### src/rtl/tick_bcd_pkg.sv
// Shared types and constants for the tick-driven BCD counter.
package tick_bcd_pkg;

  // Counter control states.
  typedef enum logic [1:0] {
    IDLE  = 2'd0,
    RUN   = 2'd1,
    PAUSE = 2'd2
  } state_e;

  // Largest value a single decade holds before rolling over.
  localparam logic [3:0] BCD_MAX = 4'd9;

endpackage : tick_bcd_pkg

### src/rtl/bcd_digit.sv
// One BCD decade: counts 0..9 on inc, rolls to 0 and raises a
// combinational carry when incremented from 9.
module bcd_digit
  import tick_bcd_pkg::*;
(
  input  logic       clk_in,
  input  logic       reset,
  input  logic       clear,
  input  logic       inc,
  output logic [3:0] digit,
  output logic       carry
);

  logic [3:0] digit_q;
  logic [3:0] digit_d;

  // Next digit value: clear wins, otherwise increment with rollover at 9.
  always_comb begin
    digit_d = digit_q;
    if (clear) begin
      digit_d = 4'd0;
    end else if (inc) begin
      digit_d = (digit_q == BCD_MAX) ? 4'd0 : digit_q + 4'd1;
    end
  end

  // Digit register with asynchronous active-low reset.
  always_ff @(posedge clk_in or negedge reset) begin
    if (!reset) begin
      digit_q <= 4'd0;
    end else begin
      digit_q <= digit_d;
    end
  end

  assign digit = digit_q;
  assign carry = inc & (digit_q == BCD_MAX);

endmodule : bcd_digit

### src/rtl/tick_bcd_counter.sv
// Multi-decade BCD counter advanced by rising edges of an upstream
// divided-clock level, under control of a three-state IDLE/RUN/PAUSE FSM.
module tick_bcd_counter
  import tick_bcd_pkg::*;
#(
  parameter int unsigned NUM_DIGITS = 4  // legal range 1..8
) (
  input  logic                    clk_in,
  input  logic                    reset,
  input  logic                    clk_div,
  input  logic                    start,
  input  logic                    stop,
  input  logic                    clear,
  output logic [4*NUM_DIGITS-1:0] bcd,
  output logic                    running,
  output logic                    wrap,
  output state_e                  state_dbg
);

  // start/stop/clear are single-cycle pulses sampled on the rising edge of
  // clk_in; there is no handshake, a pulse is acted on in the cycle it is
  // high. Priority is clear > stop > start.

  state_e state_q;
  state_e state_d;
  logic   clk_div_q;
  logic   armed_q;
  logic   tick;
  logic   count_en;
  logic   top_carry;
  logic   wrap_q;

  // Edge detector registers; armed_q blanks detection on the first edge
  // after reset so a level already high at release is not seen immediately.
  always_ff @(posedge clk_in or negedge reset) begin
    if (!reset) begin
      clk_div_q <= 1'b0;
      armed_q   <= 1'b0;
    end else begin
      clk_div_q <= clk_div;
      armed_q   <= 1'b1;
    end
  end

  assign tick = clk_div & ~clk_div_q & armed_q;

  // FSM state register.
  always_ff @(posedge clk_in or negedge reset) begin
    if (!reset) begin
      state_q <= IDLE;
    end else begin
      state_q <= state_d;
    end
  end

  // FSM next-state logic; commands that make no sense in a state are ignored.
  always_comb begin
    state_d = state_q;
    if (clear) begin
      state_d = IDLE;
    end else begin
      unique case (state_q)
        IDLE:    if (start) state_d = RUN;
        RUN:     if (stop)  state_d = PAUSE;
        PAUSE:   if (start) state_d = RUN;
        default: state_d = IDLE;
      endcase
    end
  end

  // FSM outputs: run indicator and the count enable for the decade chain.
  // A tick coincident with start is not counted because state_q is not RUN yet.
  always_comb begin
    running  = (state_q == RUN);
    count_en = (state_q == RUN) & tick & ~clear & ~stop;
  end

  // Decade chain: each digit increments on the carry of the one below.
  for (genvar i = 0; i < NUM_DIGITS; i++) begin : g_digit
    logic inc_l;
    logic carry_l;
    if (i == 0) begin : g_lsd
      assign inc_l = count_en;
    end else begin : g_chain
      assign inc_l = g_digit[i-1].carry_l;
    end
    bcd_digit u_digit (
      .clk_in (clk_in),
      .reset  (reset),
      .clear  (clear),
      .inc    (inc_l),
      .digit  (bcd[4*i +: 4]),
      .carry  (carry_l)
    );
  end

  assign top_carry = g_digit[NUM_DIGITS-1].carry_l;

  // Wrap pulse: registered carry out of the most significant decade.
  always_ff @(posedge clk_in or negedge reset) begin
    if (!reset) begin
      wrap_q <= 1'b0;
    end else begin
      wrap_q <= top_carry;
    end
  end

  assign wrap      = wrap_q;
  assign state_dbg = state_q;

endmodule : tick_bcd_counter

### config.mk
export PLATFORM = sky130hd
export DESIGN_NAME = tick_bcd_counter
export DESIGN_NICKNAME = d
export VERILOG_FILES = /design/src/rtl/tick_bcd_pkg.sv /design/src/rtl/bcd_digit.sv /design/src/rtl/tick_bcd_counter.sv
export SDC_FILE = /design/constraint.sdc
export NUM_CORES = 1
export LEC_CHECK = 0
export ABC_AREA = 1
export BUFFER_PORTS_ARGS = -buffer_cell sky130_fd_sc_hd__buf_4
export CORE_MARGIN = 1
export CORE_UTILIZATION = 57
export CTS_BUF_LIST = sky130_fd_sc_hd__clkbuf_8 sky130_fd_sc_hd__clkbuf_16
export DETAILED_ROUTE_END_ITERATION = 10
export GPL_TIMING_DRIVEN = 0
export PLACE_DENSITY = 0.89
export REMOVE_ABC_BUFFERS = 1
export SETUP_SLACK_MARGIN = 0.3
export SKIP_CTS_REPAIR_TIMING = 1
export SYNTH_ARGS = -nofsm -noshare
export SYNTH_HDL_FRONTEND = slang
export SYNTH_SLANG_ARGS = --single-unit
### constraint.sdc
create_clock -name clk_in -period 4 [get_ports clk_in]
set_input_delay 1 -clock clk_in [delete_from_list [all_inputs] [get_ports clk_in]]
set_output_delay 1 -clock clk_in [all_outputs]
set_load 0.02 [all_outputs]
Word-level counts from Yosys, hierarchy flattened
Cells that the tools add are included.
- $add $sub $neg: 4
- eq/ne operators: 8
- muxes and demuxes: 16
- bitwise gates (word level): 12
- reductions and logical operators: 7
- operators by type and width (kind ; count):
    2-to-1 mux 4 bit ; 12
    adder 4 x 1 -> 4 bit (second input constant) ; 4
    == test 4 bit (second input constant) ; 4
    AND 1 bit ; 9
    nonzero test 2 bit ; 4
    2-to-1 mux 2 bit ; 3
    case mux 2 bit (2 select lines) ; 1
    != test 3 x 1 -> 1 bit (second input constant) ; 1
    != test 3 bit (second input constant) ; 1
    inverter 1 bit ; 3
    == test 2 x 1 -> 1 bit (second input constant) ; 1
    == test 2 bit (second input constant) ; 1
    logical NOT 2 bit ; 1
    AND reduction 2 bit ; 1
    OR reduction 2 bit ; 1
- register bits after elaboration: 21
- input bits: 6

Depth between registers and ports, before layout
Gate-level depths: netlist (run 1).
- depth in word-level cells: 11
- gate-level depth with buffers: 9

By module
From an unflattened synthesis (run 1), not the netlist that was laid out.
- cells, all modules: 180
- area total of the unflattened synthesis: 1260.0 µm²
- modules (own cells, without submodules) (module ; times used ; cells each ; area an instance (µm²) ; seq. area each (µm²)):
    bcd_digit ; 4 ; 40 ; 265.3 ; 100.1
    tick_bcd_counter ; 1 ; 20 ; 198.9 ; 125.1

Worst setup path after synthesis (run 1)
Ideal clock, no wire load.
- kind: in2reg
- start: in clear
- end: reg g_digit[3].u_digit.digit_q[3]
- setup time: 0.118 ns
- data arrival time: 1.718 ns
- required time: 3.882 ns
- path slack: 2.164 ns
- stages on the path: 7
- path through: buf_6 -> nor2_1 -> nand2_1 -> nor2_4 -> nand4_2 -> nand3_1 -> nand2_1
- cells in the longest elaborated chain, start to end: 7
- elaborated cells on any way between the ends: 8
- those cells by class: mux (1); bitwise (6); reduce/logical (1)
- RTL lines (element ; line ; text):
    start: declaration ; tick_bcd_counter.sv:13 ; input logic clear,
    inverter 1 bit ; tick_bcd_counter.sv:75 ; count_en = (state_q == RUN) & tick & ~clear & ~stop;
    AND 1 bit (2 in a row) ; tick_bcd_counter.sv:75 ;
    AND 1 bit (3 in a row) ; bcd_digit.sv:37 ; assign carry = inc & (digit_q == BCD_MAX);
    nonzero test 2 bit (no line) ; - ;
    end signal: assignment ; bcd_digit.sv:32 ; digit_q <= digit_d;
    end: declaration ; bcd_digit.sv:14 ; logic [3:0] digit_q;
Parallel ways exist; a longest one is shown, timed or not.
A chain may end at the register's enable or synchronous reset.

Worst setup path after layout (run 1)
- start: reg state_q[0] (netlist: state_dbg[0])
- end: out running
- cells in the longest elaborated chain, start to end: 1
- RTL lines (element ; line ; text):
    start: declaration ; tick_bcd_counter.sv:24 ; state_e state_q;
    start signal: assignment ; tick_bcd_counter.sv:52 ; state_q <= state_d;
    == test 2 x 1 -> 1 bit ; tick_bcd_counter.sv:74 ; running = (state_q == RUN);
    end: declaration ; tick_bcd_counter.sv:15 ; output logic running,
Every way passes these cells.

==> results.py, run 1 <==
metrics = {
    "logic_synthesis": {
        "synth_warnings": 0,
        "synth_top_area_frac": 0.4192,
        "ys_types": 25,
        "yosysMostFrequentCell": "nand2_1",
        "postSynthAreaPerCell_sq_um": 7.885,
        "ys_seq_area_frac": 0.4192,
        "synth_ff_type": "dfrtp_1",
        "synth_common_cells": "40 x nand2_1, 21 x dfrtp_1, 20 x nor2_1, 17 x nand3_1, 15 x inv_1",
        "syn-instance-count": 159,
        "ys_seq_elements": 21,
        "synth_area_leader_cell": "dfrtp_1",
        "synth_area_sq_um": 1254,
        "synth-edff-count": 0,
        "ys_async_sr_fraction": 1.000,
        "yosys-top-cells-area": "dfrtp_1 42%, nand2_1 12%, nand3_1 6.8%",
    },
    "finish": {
        "area_delta_synth_final_pct": 19.06,
        "antenna-diode-count": 0,
        "drive_above_1_share": 0.2216,
        "finalInstanceArea_sq_um": 1493,
        "nNetsFinal": 196,
    },
    "placed_design": {
        "gp_congestion": 0.7975,
        "place_hpwl_mm": 1.812,
        "io_buffers": 25,
        "place_ws_ns": 1.930,
        "dpl-instance-area_sq_um": 1448,
    },
    "timing": {
        "rsz0062_at_grt": "false",
        "timing.final.crit_share": 0.4958,
        "hold_violations": 0,
        "fin_skew_ns": 0.005000,
        "maxSlewViolCount": 0,
        "fmax_mhz": 504.2,
        "finalWorstSetupSlack_ns": 2.017,
        "fin_setup_tns_ns": 0,
        "setup-violations-final": 0,
        "fin_crit_ns": 1.983,
    },
    "worst_setup_path": {
        "worstPathArrival_ns": 0.98,
        "crit_fanout": 5,
        "critPathRequiredTime_ns": 3.00,
        "crit_type": "reg2out",
        "end_kind": "output port",
        "cp-start-kind": "flip-flop",
    },
    "route": {
        "ant_nets": 0,
        "drt-vias-per-instance": 5.264,
        "post-route-drc-count": 0,
        "finalWirelength_mm": 2.464,
        "vias": 1116,
        "drt-initial-drc-count": 17,
        "wire_per_inst_um": 11.62,
        "drt_first_pass_iters": 4,
    },
    "floorplanning": {
        "die_y_um": 48.90,
        "core_sq_um": 2022,
        "start_util": 0.6200,
        "dieArea_sq_um": 2391,
        "rows": 16,
        "die_x_um": 48.90,
        "ioPinCount": 26,
    },
    "power_and_ir_drop": {
        "ir_drop_mv": 0.3108,
        "p_seq_frac": 0.531,
        "p_clk_frac": 0.299,
        "comb_power_share": 0.170,
        "internal_power_uw": 317.2,
        "powerDensity_nw_per_um2": 294.4,
        "switching_power_uw": 122.2,
        "switching_share": 0.2782,
        "p_leak_uw": 0.0007592,
    },
    "cts": {
        "htreeDepth": 1,
        "clk_latency_ns": 0.26,
        "cts.sink_count": 21,
        "clock-root-buffer": "clkbuf_8",
        "cts_made_buffers": 3,
        "clkSlewWorstSetupHoldPaths_ns": 0.07,
        "cts_tree": "done",
        "cts.path.max_buffers": 2,
    },
    "global_route": {
        "grt_max_degree": 22,
        "grt_pass1_wl_mm": 4.271,
        "grt_antenna_before_repair": 0,
        "grt_pass1_vias": 1003,
        "grtUsageTotal": 0.2343,
        "grt-ovfl-total": 0,
    },
    "hold_path": {
        "hold_class": "reg2reg",
    },
    "run": {
        "cap_violations": 0,
    },
    "run_status": {
        "status": "finished clean",
    },
}
power by group through the flow:
| stage | sequential (uW) | combinational [uW] | clock, uW |
|---|---|---|---|
| 2_1_floorplan | 245 | 35.0 | 0 |
| 3_3_place_gp | 237 | 72.2 | 0 |
| 3_5_place_dp | 237 | 74.5 | 0 |
| 4_1_cts | 233 | 75.3 | 134 |
| 5_1_grt | 235 | 82.0 | 145 |
| 6_report | 233 | 74.9 | 131 |
logic make-up after synthesis:
logic type      count (synthesis)  synth area share
simple gates                   96            0.3742
flops                          21            0.4192
compound gates                 12           0.04990
buf+inv                        21           0.08583
other cells                     1          0.002991
fa+ha+maj                       4           0.03992
xor+xnor                        4           0.02795
routing by layer:
layer,up-vias,track usage,part of all wire
li1,564,-,-
met3,2,0.06542,0.034
met1,532,0.2687,0.45
met4,0,0.07353,0.0045
met5,-,0,0
met2,18,0.4190,0.51
registers in the layout, indices dropped and copies added (netlist names):
signal	cells
state_dbg	2
wrap	1
armed_q	1
clk_div_q	1
g_digit.u_digit.digit	16
final timing paths:
check,startpoint,end,slack (ns),depth (start not counted)
worst min-delay path,g_digit[2].u_digit.digit[2],g_digit[2].u_digit.digit[2],0.55,2
min in group asynchronous,reset,state_dbg[0],0.61,1
worst max register to register,g_digit[1].u_digit.digit[1],g_digit[2].u_digit.digit[0],2.43,9
worst min register to register,g_digit[2].u_digit.digit[2],g_digit[2].u_digit.digit[2],0.55,2
worst max-delay path,state_dbg[0],running,2.02,3
max in group asynchronous,reset,g_digit[3].u_digit.digit[2],3.17,1
critical path: stages, from the launching register on:
cell and delay (ns):
dfrtp_1 0.43, inv_2 0.06, nor2_4 0.09, buf_4 0.15
metrics by stage:
stage | total power [uW] | instances | hold WS [ns] | util
global route | 461.9 | 212 | 0.5832 | 0.7382
finish | 439.4 | 212 | 0.5529 | 0.7382
floorplan | 279.7 | 156 | 0.6282 | -
CTS | 442.7 | 212 | 0.5550 | 0.7382
detailed placement | 311.5 | 208 | 0.5366 | 0.7160
global placement | 308.7 | 208 | 0.5317 | 0.7160
placed cells by master, fill, tap and decap left out, types with 2 or more instances in the layout:
| cell type | count |
|---|---|
| nand4_1 | 7 |
| nand3_1 | 17 |
| o21ai_0 | 4 |
| nor2_1 | 20 |
| xor2_1 | 3 |
| nor3_1 | 2 |
| nor2_2 | 2 |
| nor2_4 | 3 |
| nand2_4 | 2 |
| clkbuf_8 | 3 |
| inv_2 | 2 |
| nand2_1 | 40 |
| ha_1 | 4 |
| buf_4 | 25 |
| inv_1 | 16 |
| o21ai_1 | 6 |
| dfrtp_1 | 21 |
area by class of cell:
class | instances | area, sq um
Clock buffer | 3 | 41.29
Clock inverter | 1 | 3.754
Fill cell | 161 | 529.3
Inverter | 18 | 80.08
Multi-Input combinational cell | 117 | 620.6
Sequential cell | 21 | 525.5
Tap cell | 27 | 33.78
Timing Repair Buffer | 25 | 187.7
Note: power is estimated with default switching activity, not from simulation.
==> inputs of run 2 (changes only) <==
Settings changed: CORE_UTILIZATION 57 to 53, PLACE_DENSITY 0.89 to 0.84.
Clock period 4 ns to 2 ns, I/O delays scaled along.
==> results.py, run 2 (synthesis results as in run 1) <==
metrics = {
    "global_route": {
        "grt_antenna_before_repair": 0,
        "grt-ovfl-total": 0,
        "grt_pass1_vias": 1037,
        "grt_max_degree": 22,
        "grtUsageTotal": 0.2164,
        "grt_pass1_wl_mm": 4.229,
    },
    "placed_design": {
        "place_hpwl_mm": 1.880,
        "gp_congestion": 0.7592,
        "placed_cells": 209,
        "io_buffers": 25,
    },
    "floorplanning": {
        "die_x_um": 50.64,
        "core_sq_um": 2212,
        "start_util": 0.5667,
        "ioPinCount": 26,
        "die_y_um": 50.64,
        "rows": 17,
        "dieArea_sq_um": 2564,
    },
    "cts": {
        "clock-root-buffer": "clkbuf_8",
        "cts_made_buffers": 3,
        "clkSlewWorstSetupHoldPaths_ns": 0.08,
        "cts_tree": "done",
        "cts.path.max_buffers": 2,
        "clk_latency_ns": 0.25,
        "cts.sink_count": 21,
        "htreeDepth": 1,
    },
    "route": {
        "met2_length_mm": 1.264,
        "vias": 1111,
        "drt-initial-drc-count": 27,
        "drt-vias-per-instance": 5.216,
        "drt_first_pass_iters": 4,
        "wl_met3_um": 87,
        "ant_nets": 0,
        "wire_per_inst_um": 11.62,
        "top_layer": "met4",
        "finalWirelength_mm": 2.474,
        "post-route-drc-count": 0,
        "wl_met1_mm": 1.085,
    },
    "worst_setup_path": {
        "ff2ff_path_depth": 9,
        "worstPathArrival_ns": 1.68,
        "path_delay_family": "simple AND/OR/NAND/NOR gates",
        "rrSetupSlack_ns": 0.47,
        "slowest_delay_ns": 0.43,
        "critical_path_buf_inv_count": 2,
        "slowest_stage": "dfrtp_1",
        "r2r_start": "g_digit[1].u_digit.digit[1]",
        "end_kind": "flip-flop",
        "path_cells": "inv_1 -> ha_1 -> nand2_1 -> nor2_2 -> inv_1 -> nand2_1 -> nand2_2 -> nor2_1 -> nor2_1",
        "r2r-end": "g_digit[2].u_digit.digit[0]",
        "crit_type": "reg2reg",
        "crit_fanout": 6,
        "cp-start-kind": "flip-flop",
        "critPathRequiredTime_ns": 2.15,
    },
    "run_status": {
        "status": "finished clean",
    },
    "timing": {
        "timing.final.crit_share": 0.7653,
        "setup-violations-final": 0,
        "rsz0062_at_grt": "false",
        "hold_violations": 0,
        "fin_crit_ns": 1.531,
        "fin_skew_ns": 0.003331,
        "fmax_mhz": 653.3,
        "maxSlewViolCount": 0,
        "fin_setup_tns_ns": 0,
    },
    "run": {
        "cap_violations": 0,
    },
    "finish": {
        "largest_reg_flops": 16,
        "nNetsFinal": 196,
        "area_delta_synth_final_pct": 19.26,
        "drive_above_1_share": 0.2270,
        "layout_common_cells": "40 x nand2_1, 25 x buf_4, 21 x dfrtp_1",
        "antenna-diode-count": 0,
        "layout_commonest_cell": "nand2_1",
        "final_cells": 213,
    },
    "power_and_ir_drop": {
        "powerDensity_nw_per_um2": 592.5,
        "total_power_uw": 886.0,
        "ir_drop_mv": 0.4553,
        "p_leak_uw": 0.0007578,
    },
    "hold_path": {
        "hold_class": "in2async",
    },
}
-- run 2: cell types whose count changed in the layout (fill, tap and decap cells not counted), sizes merged --
cell    previous run  this run
clkinv             1         2
inv               18        17
-- run 2: cell type report --
| cell class | instances | area [sq um] |
|---|---|---|
| well taps | 28 | 35.03 |
| clock inverters | 1 | 5.005 |
| clock buffers | 3 | 41.29 |
| repair buffers | 25 | 187.7 |
| multi-input cells | 117 | 620.6 |
| flip-flops and latches | 21 | 525.5 |
| fillers | 183 | 716.9 |
| inverters | 18 | 80.08 |
-- run 2: routing by layer --
layer  vias up  global-route usage
li1        561                   -
met1       527              0.2640
met2        19              0.3667
met3         4             0.04242
met4         0             0.09722
met5         -                   0
-- run 2: report_power, final --
part           leakage [uW]  switching, uW  internal [uW]
combinational      0.000448           92.5           56.1
clock             0.0000255            131            138
sequential         0.000284           26.5            441
total              0.000758            250            636
-- run 2: worst max-delay path by stage --
stage | to | depth (start not counted) | startpoint
finish | g_digit[2].u_digit.digit[0] | 9 | g_digit[1].u_digit.digit[1]
CTS | g_digit[2].u_digit.digit[0] | 9 | g_digit[0].u_digit.digit[1]
global placement | g_digit[2].u_digit.digit[0] | 9 | clear
detailed placement | g_digit[2].u_digit.digit[0] | 9 | clear
floorplan | g_digit[2].u_digit.digit[0] | 8 | g_digit[0].u_digit.digit[0]
global route | g_digit[2].u_digit.digit[0] | 9 | g_digit[1].u_digit.digit[1]
-- run 2: through the flow --
step	hold WS (ns)	instance area (sq um)	worst slack, ns	utilization
after floorplan	0.2044	1226	0.5081	-
after global placement	0.3968	1449	0.4573	0.6550
after detailed placement	0.3978	1449	0.4251	0.6550
after CTS	0.1159	1495	0.4698	0.6759
after global routing	0.1260	1495	0.3006	0.6759
final	0.1121	1495	0.4693	0.6759
==> inputs of run 3 (changes only) <==
Clock period 2 ns to 1.6 ns, I/O delays scaled along.
==> results.py, run 3 (synthesis results as in run 1) <==
metrics = {
    "run_status": {
        "status": "finished clean",
    },
    "floorplanning": {
        "dieArea_sq_um": 2564,
        "core_sq_um": 2212,
        "die_y_um": 50.64,
        "ioPinCount": 26,
        "die_x_um": 50.64,
        "start_util": 0.5667,
        "rows": 17,
    },
    "finish": {
        "seq_area_sq_um": 533.0,
        "antenna-diode-count": 0,
        "largest_reg_flops": 16,
        "fill_cells": 146,
        "nNetsFinal": 212,
        "area_delta_synth_final_pct": 36.23,
        "layout_common_cells": "38 x nand2_1, 35 x buf_4, 18 x nor2_1",
        "layout_commonest_cell": "nand2_1",
        "multiInputGateArea_sq_um": 674.4,
        "drive_above_1_share": 0.3532,
    },
    "cts": {
        "htreeDepth": 1,
        "cts_made_buffers": 3,
        "clock-root-buffer": "clkbuf_8",
        "clk_latency_ns": 0.26,
        "clkSlewWorstSetupHoldPaths_ns": 0.08,
        "cts.sink_count": 21,
        "cts_tree": "done",
        "cts.path.max_buffers": 2,
    },
    "worst_setup_path": {
        "rrSetupSlack_ns": 0.15,
        "end_kind": "flip-flop",
        "critPathLaunch": "g_digit[0].u_digit.digit[1]",
        "critPathRequiredTime_ns": 1.79,
        "r2r-end": "g_digit[1].u_digit.digit[2]",
        "ff2ff_path_depth": 9,
        "r2r_start": "g_digit[0].u_digit.digit[1]",
        "cp-start-kind": "flip-flop",
        "critPathCapture": "g_digit[1].u_digit.digit[2]",
        "worstPathArrival_ns": 1.64,
        "crit_fanout": 7,
        "crit_type": "reg2reg",
    },
    "route": {
        "finalWirelength_mm": 3.048,
        "vias": 1222,
        "drt-initial-drc-count": 26,
        "ant_nets": 0,
        "drt-vias-per-instance": 5.336,
        "wire_per_inst_um": 13.31,
        "drt_first_pass_iters": 5,
        "post-route-drc-count": 0,
    },
    "timing": {
        "fin_skew_ns": 0.002595,
        "finalWorstSetupSlack_ns": 0.1526,
        "timing.final.crit_share": 0.9046,
        "holdWs_ns": 0.01023,
        "fin_crit_ns": 1.447,
        "fmax_mhz": 690.9,
        "setup-violations-final": 0,
        "rsz0062_at_grt": "true",
        "maxSlewViolCount": 0,
        "hold_violations": 0,
        "fin_setup_tns_ns": 0,
    },
    "power_and_ir_drop": {
        "powerDensity_nw_per_um2": 692.8,
        "ir_drop_mv": 0.5281,
        "p_leak_uw": 0.0008534,
    },
    "global_route": {
        "grt-ovfl-total": 0,
        "grt_pass1_vias": 1037,
        "grtUsageTotal": 0.2164,
        "grt_max_degree": 22,
        "grt_antenna_before_repair": 0,
        "grt_pass1_wl_mm": 4.229,
    },
    "hold_path": {
        "hold_class": "in2async",
    },
    "placed_design": {
        "gp_congestion": 0.7592,
        "place_ws_ns": 0.08527,
        "io_buffers": 25,
        "place_hpwl_mm": 1.880,
    },
    "run": {
        "cap_violations": 0,
    },
}
[run 3: cell types whose count changed in the layout (fill, tap and decap cells not counted), sizes merged]
cell  change
buf      +16
[run 3: area by class of cell]
| type | instances | area share |
|---|---|---|
| clock buffer | 3 | 0.02418 |
| clock inverter | 1 | 0.002930 |
| inverter | 18 | 0.04689 |
| multi-input combinational | 117 | 0.3949 |
| sequential | 21 | 0.3121 |
| tap | 28 | 0.02051 |
| timing repair buffer | 41 | 0.1985 |
[run 3: power by group]
| part | switching (uW) | leakage, uW | internal (uW) | total (uW) |
|---|---|---|---|---|
| logic | 148 | 0.000553 | 113 | 260 |
| registers | 27.8 | 0.000275 | 554 | 582 |
| clock network | 168 | 0.0000255 | 173 | 341 |
[run 3: worst min path at each step]
stage                     startpoint                     endpoint  slack, ns  cells past startpoint
after floorplan                reset                      armed_q       0.10                      0
after global placement         reset                 state_dbg[0]       0.30                      1
after detailed placement       reset  g_digit[1].u_digit.digit[2]       0.30                      1
after CTS                      reset  g_digit[1].u_digit.digit[2]       0.02                      1
after global routing           reset                 state_dbg[1]       0.02                      1
final                          reset                 state_dbg[1]       0.01                      1
[run 3: critical path: stages (launching register included)]
cell	delay, ns
dfrtp_1	0.40
inv_1	0.07
ha_2	0.17
nand2_2	0.07
nor2_4	0.16
nand3_4	0.13
nand2_8	0.13
buf_4	0.12
nand4_1	0.06
nand2_1	0.07
[run 3: per-layer routing]
metal | share of wire | wire length [um] | GRT usage
met1 | 0.45 | 1372 | 0.2640
met2 | 0.50 | 1518 | 0.3667
met3 | 0.032 | 99 | 0.04242
met4 | 0.019 | 57 | 0.09722
met5 | 0 | 0 | 0
[run 3: through the flow]
stage / total power [uW] / area (sq um) / instances / utilization
floorplan: 699.2 / 1226 / 156 / -
global placement: 774.0 / 1449 / 209 / 0.6550
detailed placement: 782.0 / 1449 / 209 / 0.6550
CTS: 1122 / 1495 / 213 / 0.6759
global route: 1227 / 1708 / 229 / 0.7721
finish: 1183 / 1708 / 229 / 0.7721
